===== src/rtl/sixteen_bit_countdown_timer_pkg.sv =====
// Shared constants and state encoding for the 16-bit countdown timer and its decrementer.
package sixteen_bit_countdown_timer_pkg;

    localparam int unsigned COUNT_W = 16;

    typedef enum logic [0:0] {
        ST_IDLE = 1'b0,
        ST_RUN  = 1'b1
    } state_e;

endpackage


===== src/rtl/sixteen_bit_countdown_timer_decrementer.sv =====
// Combinational decrement-by-one; result bit COUNT_W is the borrow, set only for an input of 0.
module sixteenBitDecrementer
    import sixteen_bit_countdown_timer_pkg::*;
(
    input  logic [COUNT_W-1:0] a,
    output logic [COUNT_W:0]   result
);

    assign result = {1'b0, a} - {{COUNT_W{1'b0}}, 1'b1};

endmodule


===== src/rtl/sixteen_bit_countdown_timer.sv =====
// Loadable countdown timer with prescaler, one-shot or auto-reload mode and a one-cycle expiry pulse.
module sixteen_bit_countdown_timer
    import sixteen_bit_countdown_timer_pkg::*;
#(
    parameter int unsigned PRESCALE_W = 4
) (
    input  logic                  clk,
    input  logic                  rst_n,
    input  logic                  load,
    input  logic [COUNT_W-1:0]    load_value,
    input  logic                  start,
    input  logic                  stop,
    input  logic                  auto_reload,
    input  logic [PRESCALE_W-1:0] prescale,
    output logic [COUNT_W-1:0]    count,
    output logic                  busy,
    output logic                  done,
    output logic                  zero
);

    state_e                  state_q, state_d;
    logic [COUNT_W-1:0]      count_q, count_d;
    logic [COUNT_W-1:0]      reload_q, reload_d;
    logic [PRESCALE_W-1:0]   pc_q, pc_d;
    logic                    done_q, done_d;
    logic [COUNT_W:0]        decResult;
    logic                    tickNow;

    sixteenBitDecrementer uDec (
        .a      (count_q),
        .result (decResult)
    );

    assign tickNow = (state_q == ST_RUN) && (pc_q == prescale);

    always_ff @(posedge clk or negedge rst_n) begin
        if (!rst_n) begin
            state_q  <= ST_IDLE;
            count_q  <= '0;
            reload_q <= '0;
            pc_q     <= '0;
            done_q   <= 1'b0;
        end else begin
            state_q  <= state_d;
            count_q  <= count_d;
            reload_q <= reload_d;
            pc_q     <= pc_d;
            done_q   <= done_d;
        end
    end

    // Priority: load > stop > start > tick.
    always_comb begin
        state_d  = state_q;
        count_d  = count_q;
        reload_d = reload_q;
        pc_d     = pc_q;
        done_d   = 1'b0;
        if (load) begin
            count_d  = load_value;
            reload_d = load_value;
            pc_d     = '0;
            state_d  = ST_IDLE;
        end else if (stop) begin
            if (state_q == ST_RUN) begin
                state_d = ST_IDLE;
                pc_d    = '0;
            end
        end else if (state_q == ST_IDLE) begin
            if (start && (count_q != '0)) begin
                state_d = ST_RUN;
                pc_d    = '0;
            end
        end else if (tickNow) begin
            pc_d = '0;
            if (count_q > {{(COUNT_W-1){1'b0}}, 1'b1}) begin
                count_d = decResult[COUNT_W-1:0];
            end else begin
                done_d = 1'b1;
                if (auto_reload && (reload_q != '0)) begin
                    count_d = reload_q;
                end else begin
                    count_d = '0;
                    state_d = ST_IDLE;
                end
            end
        end else begin
            pc_d = pc_q + {{(PRESCALE_W-1){1'b0}}, 1'b1};
        end
    end

    always_comb begin
        count = count_q;
        busy  = (state_q == ST_RUN);
        done  = done_q;
        zero  = (count_q == '0);
    end

    // RUN is never entered with a zero count, so a tick must never borrow.
    zeroGuard: assert property (@(posedge clk) disable iff (!rst_n)
        tickNow |-> !decResult[COUNT_W]);

endmodule


===== config.mk =====
export PLATFORM = sky130hd
export DESIGN_NAME = sixteen_bit_countdown_timer
export DESIGN_NICKNAME = d
export VERILOG_FILES = /design/src/rtl/sixteen_bit_countdown_timer_pkg.sv /design/src/rtl/sixteen_bit_countdown_timer_decrementer.sv /design/src/rtl/sixteen_bit_countdown_timer.sv
export SDC_FILE = /design/constraint.sdc
export NUM_CORES = 1
export LEC_CHECK = 0
export CAP_MARGIN = 30
export CORE_ASPECT_RATIO = 0.7
export CORE_UTILIZATION = 31
export DETAILED_ROUTE_END_ITERATION = 10
export GPL_TIMING_DRIVEN = 0
export PLACE_DENSITY = 0.63
export SYNTH_ARGS = -nofsm -noshare
export SYNTH_HDL_FRONTEND = slang
export SYNTH_HIERARCHICAL = 1
export SYNTH_SLANG_ARGS = --single-unit

===== constraint.sdc =====
create_clock -name clk -period 2.3 [get_ports clk]
set_clock_uncertainty 0.15 [all_clocks]
set_input_delay 0.345 -clock clk [delete_from_list [all_inputs] [get_ports clk]]
set_output_delay 0.345 -clock clk [all_outputs]
set_load 0.1 [all_outputs]

# After elaboration in Yosys (flattened, before gate mapping)
# Index checks and enable logic that the tools add are counted.
[op_classes]
add_sub_neg = 2
multipliers = 0
div_mod_pow = 0
magnitude_cmp = 1
n_eq_ne = 3
shifts = 0
mux = 24
n_bitwise = 0
n_reduce_logical = 11
[ops]
columns = ["operator", "n"]
rows = [
  ["16-bit 2-to-1 mux", 6],
  ["16-bit nonzero test", 2],
  ["4-bit 2-to-1 mux", 6],
  ["16-bit by 1-bit > comparator with 1-bit output, second input constant", 1],
  ["16-bit zero test", 1],
  ["16-bit by 1-bit subtractor with 16-bit output, second input constant", 1],
  ["1-bit 2-to-1 mux", 12],
  ["4-bit by 1-bit adder with 4-bit output, second input constant", 1],
  ["4-bit equality test", 1],
  ["2-bit nonzero test", 2],
  ["1-bit logical AND", 3],
  ["3-bit by 2-bit inequality test with 1-bit output, second input constant", 1],
  ["3-bit AND reduction", 1],
  ["3-bit nonzero test", 1],
  ["2-bit inequality test, second input constant", 1],
  ["2-bit AND reduction", 1],
]
[word_totals]
reg_bits = 38
latch_bits = 0
ramBits = 0
rom_bits = 0
in_bits = 26
output_inout_bits = 19
elab_cells = 46
mem_count = 0

# Depth between registers and ports, before layout
[depth]
depth_word = 8
ltp_mapped = 8
ltp_nobuf = 8

# Modules after synthesis
# Netlist, hierarchy kept.
[by_module_without_submodules]
columns = ["mod", "instances", "cells_each", "area_each_um2", "seq_area_each_um2"]
rows = [
  ["sixteen_bit_countdown_timer", 1, 159, 1851.8, 950.9],
  ["sixteenBitDecrementer", 1, 41, 292.8, 0.0],
]

# Least setup slack after synthesis
# OpenSTA, ideal clock, no wires.
[synth_timing]
path_type = "register to output"
from = "register count_q[5] (netlist: count[5])"
to = "output zero"
arrival_ns = 3.098
setup_slack_ns = -1.293
stages_incl_launch_ff = 6
path_cell_list = "dfrtp_1 -> nor4_1 -> nand4_1 -> clkbuf_1 -> clkbuf_1 -> nor2_1"
[synth_via]
elab_chain_len = 1
[synth_lines]
columns = ["element", "line", "source"]
rows = [
  ["start, declared", "sixteen_bit_countdown_timer.sv:22", "logic [COUNT_W-1:0] count_q, count_d;"],
  ["start signal, assigned", "sixteen_bit_countdown_timer.sv:45", "count_q <= count_d;"],
  ["16-bit zero test", "sixteen_bit_countdown_timer.sv:96", "zero = (count_q == '0);"],
  ["end, declared", "sixteen_bit_countdown_timer.sv:18", "output logic zero"],
]
# No other way between the ends.

# Final worst setup path
[layout_timing]
from = "register count_q[1] (netlist: count[1])"
to = "register count_q[10] (netlist: count[10])"
[layout_via]
elab_chain_len = 6
[layout_lines]
columns = ["element", "line", "source"]
rows = [
  ["16-bit by 1-bit subtractor with 16-bit output", "sixteen_bit_countdown_timer_decrementer.sv:9", "assign result = {1'b0, a} - {{COUNT_W{1'b0}}, 1'b1};"],
  ["via decResult[10]", "sixteen_bit_countdown_timer.sv:26", "logic [COUNT_W:0] decResult;"],
  ["16-bit 2-to-1 mux", "sixteen_bit_countdown_timer.sv:76", "if (count_q > {{(COUNT_W-1){1'b0}}, 1'b1}) begin"],
  ["16-bit 2-to-1 mux", "sixteen_bit_countdown_timer.sv:74", "end else if (tickNow) begin"],
  ["16-bit 2-to-1 mux", "sixteen_bit_countdown_timer.sv:69", "end else if (state_q == ST_IDLE) begin"],
  ["16-bit 2-to-1 mux", "sixteen_bit_countdown_timer.sv:64", "end else if (stop) begin"],
  ["16-bit 2-to-1 mux", "sixteen_bit_countdown_timer.sv:59", "if (load) begin"],
]
# The timed path passes the listed nets, and every way through them passes these cells. The select of a mux whose other input is x is not followed.
# A chain may end at the register's enable or synchronous reset.

==> flow_summary.json <==
{
  "dpl.cell_count": 333,
  "setup_viol": 8,
  "crit_fanout": 5,
  "die_h_um": 71.5,
  "area_delta_synth_final_pct": 43.9,
  "hold_viol_final": 0,
  "tns_ps": -494,
  "grt_pass1_vias": 1905,
  "die_w_um": 101,
  "grt_pass1_wl_um": 10000,
  "crit_chain": "inv_2 -> ha_4 -> or4b_4 -> nand2b_4 -> or3_4 -> xnor2_2 -> a221oi_2 -> o2bb2ai_1",
  "setup_ws_ps": -152,
  "max-slew-margin-rel": 0.358,
  "cts_root_buf": "clkbuf_8",
  "track_usage": 0.183,
  "core_mm2": 0.00643,
  "cp.arrival_ps": 2470,
  "grt_setup_unrepaired": "true",
  "ctsHtreeMaxLevel": 2,
  "cts-buffers-inserted": 5,
  "dp_hpwl_um": 4310,
  "fin_nets": 294,
  "worstReg2RegEnd": "count[10]",
  "stdcell_count": 358,
  "criticalPathCategory": "flip-flop to flip-flop",
  "worst_pin_slew_ps": 960,
  "hold_path.class": "primary input to async pin",
  "post_drt_wl_per_cell_um": 17.4,
  "yosysWarnings": 6,
  "vias": 1956,
  "ff2ff_setup_slack_ps": -150,
  "slowest_delay_ps": 520,
  "dpl_cell_area_mm2": 0.00273,
  "cp-end-kind": "flip-flop",
  "drt_iter0_drc": 96,
  "postCtsHoldBufs": 0,
  "antenna_found_initial": 0,
  "ir_drop_v": 0.000306,
  "p_leak_uw": 0.00128,
  "rows": 24,
  "cts.path.max_buffers": 2,
  "fp.dieArea_mm2": 0.00724,
  "fmax_mhz": 408,
  "synthCells": 199,
  "path_depth": 8,
  "dr.pass1.iters": 4,
  "vias_per_cell": 5.46,
  "initial_utilization": 0.333,
  "critPathTopFamily": "simple AND/OR/NAND/NOR gates",
  "reg2regPathDepth": 8,
  "synth_fp_nets": 227,
  "final_area_mm2": 0.00308,
  "cts_tree": "done",
  "fin_crit_ps": 2450,
  "drv_cap": 0,
  "io_pins": 45,
  "period_share": 1.07,
  "met2_usage": 0.252,
  "insertion_delay_ps": 300,
  "status": "complete, but fails checks",
  "worstSetupEndpoint": "count[10]",
  "num_antenna_cells": 0,
  "critPathRequiredTime_ps": 2320,
  "portBuffers": 43,
  "met1_usage": 0.279,
  "drive_above_1_share": 0.281,
  "violations": "setup timing",
  "slew_violations": 0,
  "synth_area_mm2": 0.00214,
  "avgSynthCellArea_um2": 10.7,
  "overflow": 0,
  "slowest_stage": "dfrtp_4",
  "place_congestion": 0.818,
  "place_ws_ps": -1250,
  "r2r_start": "count[1]",
  "met3_usage": 0.0449,
  "cts_num_sinks": 38,
  "wl_um": 6220,
  "busiest_layer": "met1",
  "crit_start": "count[1]",
  "startpoint_type": "flip-flop",
  "cp_num_buf_inv": 1,
  "path_clk_slew_ps": 90,
  "grt_max_degree": 39,
  "cellPowerDensity_mw_per_mm2": 652,
  "antenna_left": 0,
  "drc": 0
}
==> worst min-delay path by stage <==
stage / start / to / cells past startpoint
CTS: rst_n / count[7] / 1
floorplan: rst_n / busy / 0
global placement: reload_q[13] / reload_q[13] / 1
global route: rst_n / count[2] / 1
detailed placement: reload_q[4] / reload_q[4] / 1
finish: rst_n / reload_q[5] / 1
==> layout make-up <==
| type | instances | area (um^2) |
|---|---|---|
| buffer | 11 | 71.3 |
| inverter | 5 | 21.3 |
| multi-input combinational | 145 | 1240 |
| clock buffer | 6 | 82.6 |
| sequential | 38 | 983 |
| tap | 91 | 114 |
| fill | 630 | 3350 |
| timing repair buffer | 60 | 549 |
| clock inverter | 2 | 12.5 |
==> report_power, final <==
| part | leakage, uW | internal [uW] | switching [uW] | total (uW) |
|---|---|---|---|---|
| Combinational | 0.000777 | 235 | 442 | 677 |
| Sequential | 0.000453 | 741 | 97.5 | 839 |
| Clock | 0.0000472 | 241 | 249 | 490 |
==> stage by stage <==
stage               hold WS, ps  total power (uW)  utilization
global placement            350              1470        0.426
global route               90.0              2100        0.479
finish                     13.6              2010        0.479
CTS                        39.8              2000        0.469
detailed placement          355              1470        0.425
floorplan                  -101              1270            -
==> placed cells by master, fill, tap and decap left out, types with 2 or more instances in the layout <==
| cell type | instances |
|---|---|
| nor2_1 | 9 |
| nor4_1 | 3 |
| a221oi_2 | 7 |
| a221oi_1 | 8 |
| buf_4 | 15 |
| dfrtp_4 | 5 |
| or4_1 | 2 |
| clkbuf_1 | 6 |
| dfrtp_1 | 22 |
| clkdlybuf4s50_1 | 24 |
| o31ai_1 | 2 |
| xor2_1 | 8 |
| dlygate4sd2_1 | 17 |
| inv_1 | 3 |
| nand2_1 | 11 |
| nor3b_1 | 2 |
| nor3_1 | 6 |
| o21ai_1 | 2 |
| nor2_4 | 3 |
| clkbuf_2 | 2 |
| a21oi_1 | 15 |
| nor4_4 | 2 |
| dfrtp_2 | 11 |
| clkbuf_8 | 8 |
| nand3_1 | 3 |
| or4_4 | 2 |
| buf_6 | 3 |
| xnor2_1 | 7 |
| a211o_1 | 2 |
| mux2_1 | 15 |
| o2bb2ai_1 | 15 |
==> flip-flops by register name (all words and copies together), names as in the netlist <==
name,flops
pc_q,4
count,16
done,1
reload_q,16
busy,1
==> repair_timing <==
| item | in CTS | in global routing |
|---|---|---|
| pin swaps | 10 | 6 |
| resized for setup | 45 | 9 |
| setup buffers | 13 | 4 |
| setup endpoints to repair | 32 | 16 |
| endpoints found under the hold margin | 0 | 0 |
==> layer usage <==
metal	share of wire	routed length, um	vias to the layer above
met4	0.013	78	0
li1	-	-	900
met1	0.49	3060	976
met3	0.077	481	8
met2	0.42	2610	72
met5	0	0	-
Power figures use the tool's default switching activity.
==> variant (same settings) <==
The parameter `PRESCALE_W` goes from 4 to 6.
--- a/src/rtl/sixteen_bit_countdown_timer.sv
+++ b/src/rtl/sixteen_bit_countdown_timer.sv
@@ -2,7 +2,7 @@
 module sixteen_bit_countdown_timer
     import sixteen_bit_countdown_timer_pkg::*;
 #(
-    parameter int unsigned PRESCALE_W = 4
+    parameter int unsigned PRESCALE_W = 6
 ) (
     input  logic                  clk,
     input  logic                  rst_n,
Ports: changed (resized prescale); port bits go from 45 to 47. No check against the original RTL was run, so the function may have changed too.
==> variant against the original RTL <==
- the run still ends with setup timing left
- first-iteration DRC count grew 34%
- total power increased by 8.4%
- synthesized area rose by 6.3%
- design area is 7.7% higher
- non-clock buffer count grew 12
- clock power rose by 19%
- wire length up 7.1%
- sequential cell count rose by 2
- global-route usage shrank 0.21 points
- setup slack lost 0.076 ns
==> variant: results (changes against the original RTL) <==
Drt:
- The sum of routed wire segments on met1 is 3500 um (+15%).
- The amount of wire on met3 after detailed routing is 460 um (-4.4%).
- The uppermost metal layer occupied by signal nets is met4.
- The first-pass iteration count of the detailed router was 4 (unchanged).
- The wire length on met2 came to 2580 um (-1.1%).
- The via count was 2139 (+9.4%).
- The total wire length was 6660 um (+7.1%).
- The initial detailed-routing violation count was 129 (+34%).
- The per-cell routed wire length was 16.0 um (-8.1%).

Yosys:
- The synthesis warning total is 6 (unchanged).
- The post-synth net total is 274 (+21%).
- The post-synthesis area per instance is 9.32 um2 (-13%).

Placed design:
- The number of instances in the placed design is 384 (+15%).
- The final weighted congestion of routability-driven global placement was 0.822 (+0.44%).
- The half-perimeter wire length of the detailed placement result is 4860 um (+13%).
- The post-place instance area is 2910 um2 (+6.6%).
- The number of I/O port buffers is 45 (+4.7%).

Setup path:
- The endpoint kind of the worst setup timing path is a flop.
- The startpoint of the most critical setup path is count[0]$_DFFE_PN0P_.
- The data arrival time at the worst-slack endpoint is 2.57 ns (+0.10 ns).
- The largest fanout of any net on the critical path is 2 (-3).
- The reg-to-reg endpoint is count[10]$_DFFE_PN0P_.
- The number of cell instances on the worst register-to-register path is 8 (unchanged).

STA:
- The slew at the pin closest to its max-slew limit is 0.968 ns (+0.00803 ns).
- The setup total negative slack is -2.17 ns (-1.68 ns).
- The final worst-path setup slack came to -0.228 ns (-0.0759 ns).
- The final setup violation count is 17 (+9).

Cells and area:
- The number of inserted diodes is 0 (unchanged).
- The share of post-route cells with drive strength above 1 is 25.1% (-3.0 points).
- The net count reported at finish came to 352 (+20%).
- The filler cell count in the final layout is 633 (+0.48%).

Status:
- The run finished, with violations left.
- The checks that failed: setup timing.

Clocking:
- The root buffer cell chosen for the clock tree is sky130_fd_sc_hd__clkbuf_8.
- The clock buffer count from CTS was 5 (unchanged).
- The total number of H-tree levels is 2 (unchanged).
- The clock latency on the worst-skew pair is 0.30 ns (about the same).
- After clock tree synthesis, the clock-pin slew on the worst setup and hold paths is 0.08 ns.
- The number of buffers on the longest clock path was 2 (unchanged).

Global routing:
- The via count of the first global-routing pass is 1981 (+4.0%).
- The global-route wire length before repair is 10500 um (+5.0%).
- The global-route usage over all layers was 18.1% (-0.21 points).
- The maximum number of pins on one net before global-route repair is 28 (-28%).
- The number of antenna violations at the first check in global routing is 0 (unchanged).

Power and ir drop:
- The standby leakage power was 1.55 nW (+21%).
- The maximum vdd ir drop is 302 uV (-1.4%).

Hold path:
- The path class of the lowest-slack min-delay path is input pin to asynchronous set/reset pin.
==> variant: stage by stage <==
stage          util [%]  worst slack, ns  total power (W)  hold WS, ns
2_1_floorplan         -           -0.414          0.00134       -0.101
6_report           47.9           -0.228          0.00217        0.327
5_1_grt            47.9           -0.285          0.00227        0.353
4_1_cts            46.8           -0.227          0.00217        0.330
3_5_place_dp       42.2           -0.983          0.00155        0.127
3_3_place_gp       41.9            -1.02          0.00154        0.395
==> variant: layout make-up <==
class / instances / area (um2) / area share (%)
Multi-Input combinational cell: 173 / 1250 / 37.7
Sequential cell: 40 / 1030 / 31.2
Timing Repair Buffer: 71 / 659 / 19.9
Tap cell: 94 / 118 / 3.55
Inverter: 19 / 73.8 / 2.23
Clock buffer: 5 / 68.8 / 2.08
Buffer: 12 / 66.3 / 2.00
Clock inverter: 3 / 42.5 / 1.28
==> variant: worst max-delay path, cell delays in order, from the launching register on <==
cell                       delay (ns)
sky130_fd_sc_hd__dfrtp_4         0.49
sky130_fd_sc_hd__inv_4           0.07
sky130_fd_sc_hd__ha_4            0.12
sky130_fd_sc_hd__or4b_4          0.45
sky130_fd_sc_hd__nand2b_4        0.16
sky130_fd_sc_hd__or3_4           0.34
sky130_fd_sc_hd__xnor2_2         0.15
sky130_fd_sc_hd__a221o_1         0.32
sky130_fd_sc_hd__a22o_1          0.17
==> variant: what timing repair did <==
action / CTS / global route
endpoints found under the hold margin: 13 / 0
resized for setup: 45 / 5
setup endpoints to repair: 34 / 17
cloned: 1 / 0
hold buffers: 1 / 0
setup buffers: 16 / 7
pin swaps: 4 / 4
==> variant: worst min path at each step <==
stage                                        from                 endpoint  slack [ns]
after floorplan                             rst_n           busy$_DFF_PN0_       -0.10
after global placement    reload_q[3]$_DFFE_PN0P_  reload_q[3]$_DFFE_PN0P_        0.39
after detailed placement                    rst_n      pc_q[5]$_DFFE_PN0P_        0.13
after CTS                                   rst_n      pc_q[5]$_DFFE_PN0P_        0.33
after global routing                        rst_n      pc_q[5]$_DFFE_PN0P_        0.35
final                                       rst_n      pc_q[5]$_DFFE_PN0P_        0.33
==> variant: routing by layer <==
metal  vias to the layer above  global-route usage [%]
li1                       1034                       -
met1                      1002                    27.8
met2                        88                    23.8
met3                        15                    3.82
met4                         0                    7.78
met5                         -                       0
==> variant: power by group <==
group | switching [W] | internal [W] | leakage (nW)
Clock | 0.000260 | 0.000321 | 0.0541
Sequential | 0.0000950 | 0.000774 | 0.486
Combinational | 0.000465 | 0.000259 | 1.01
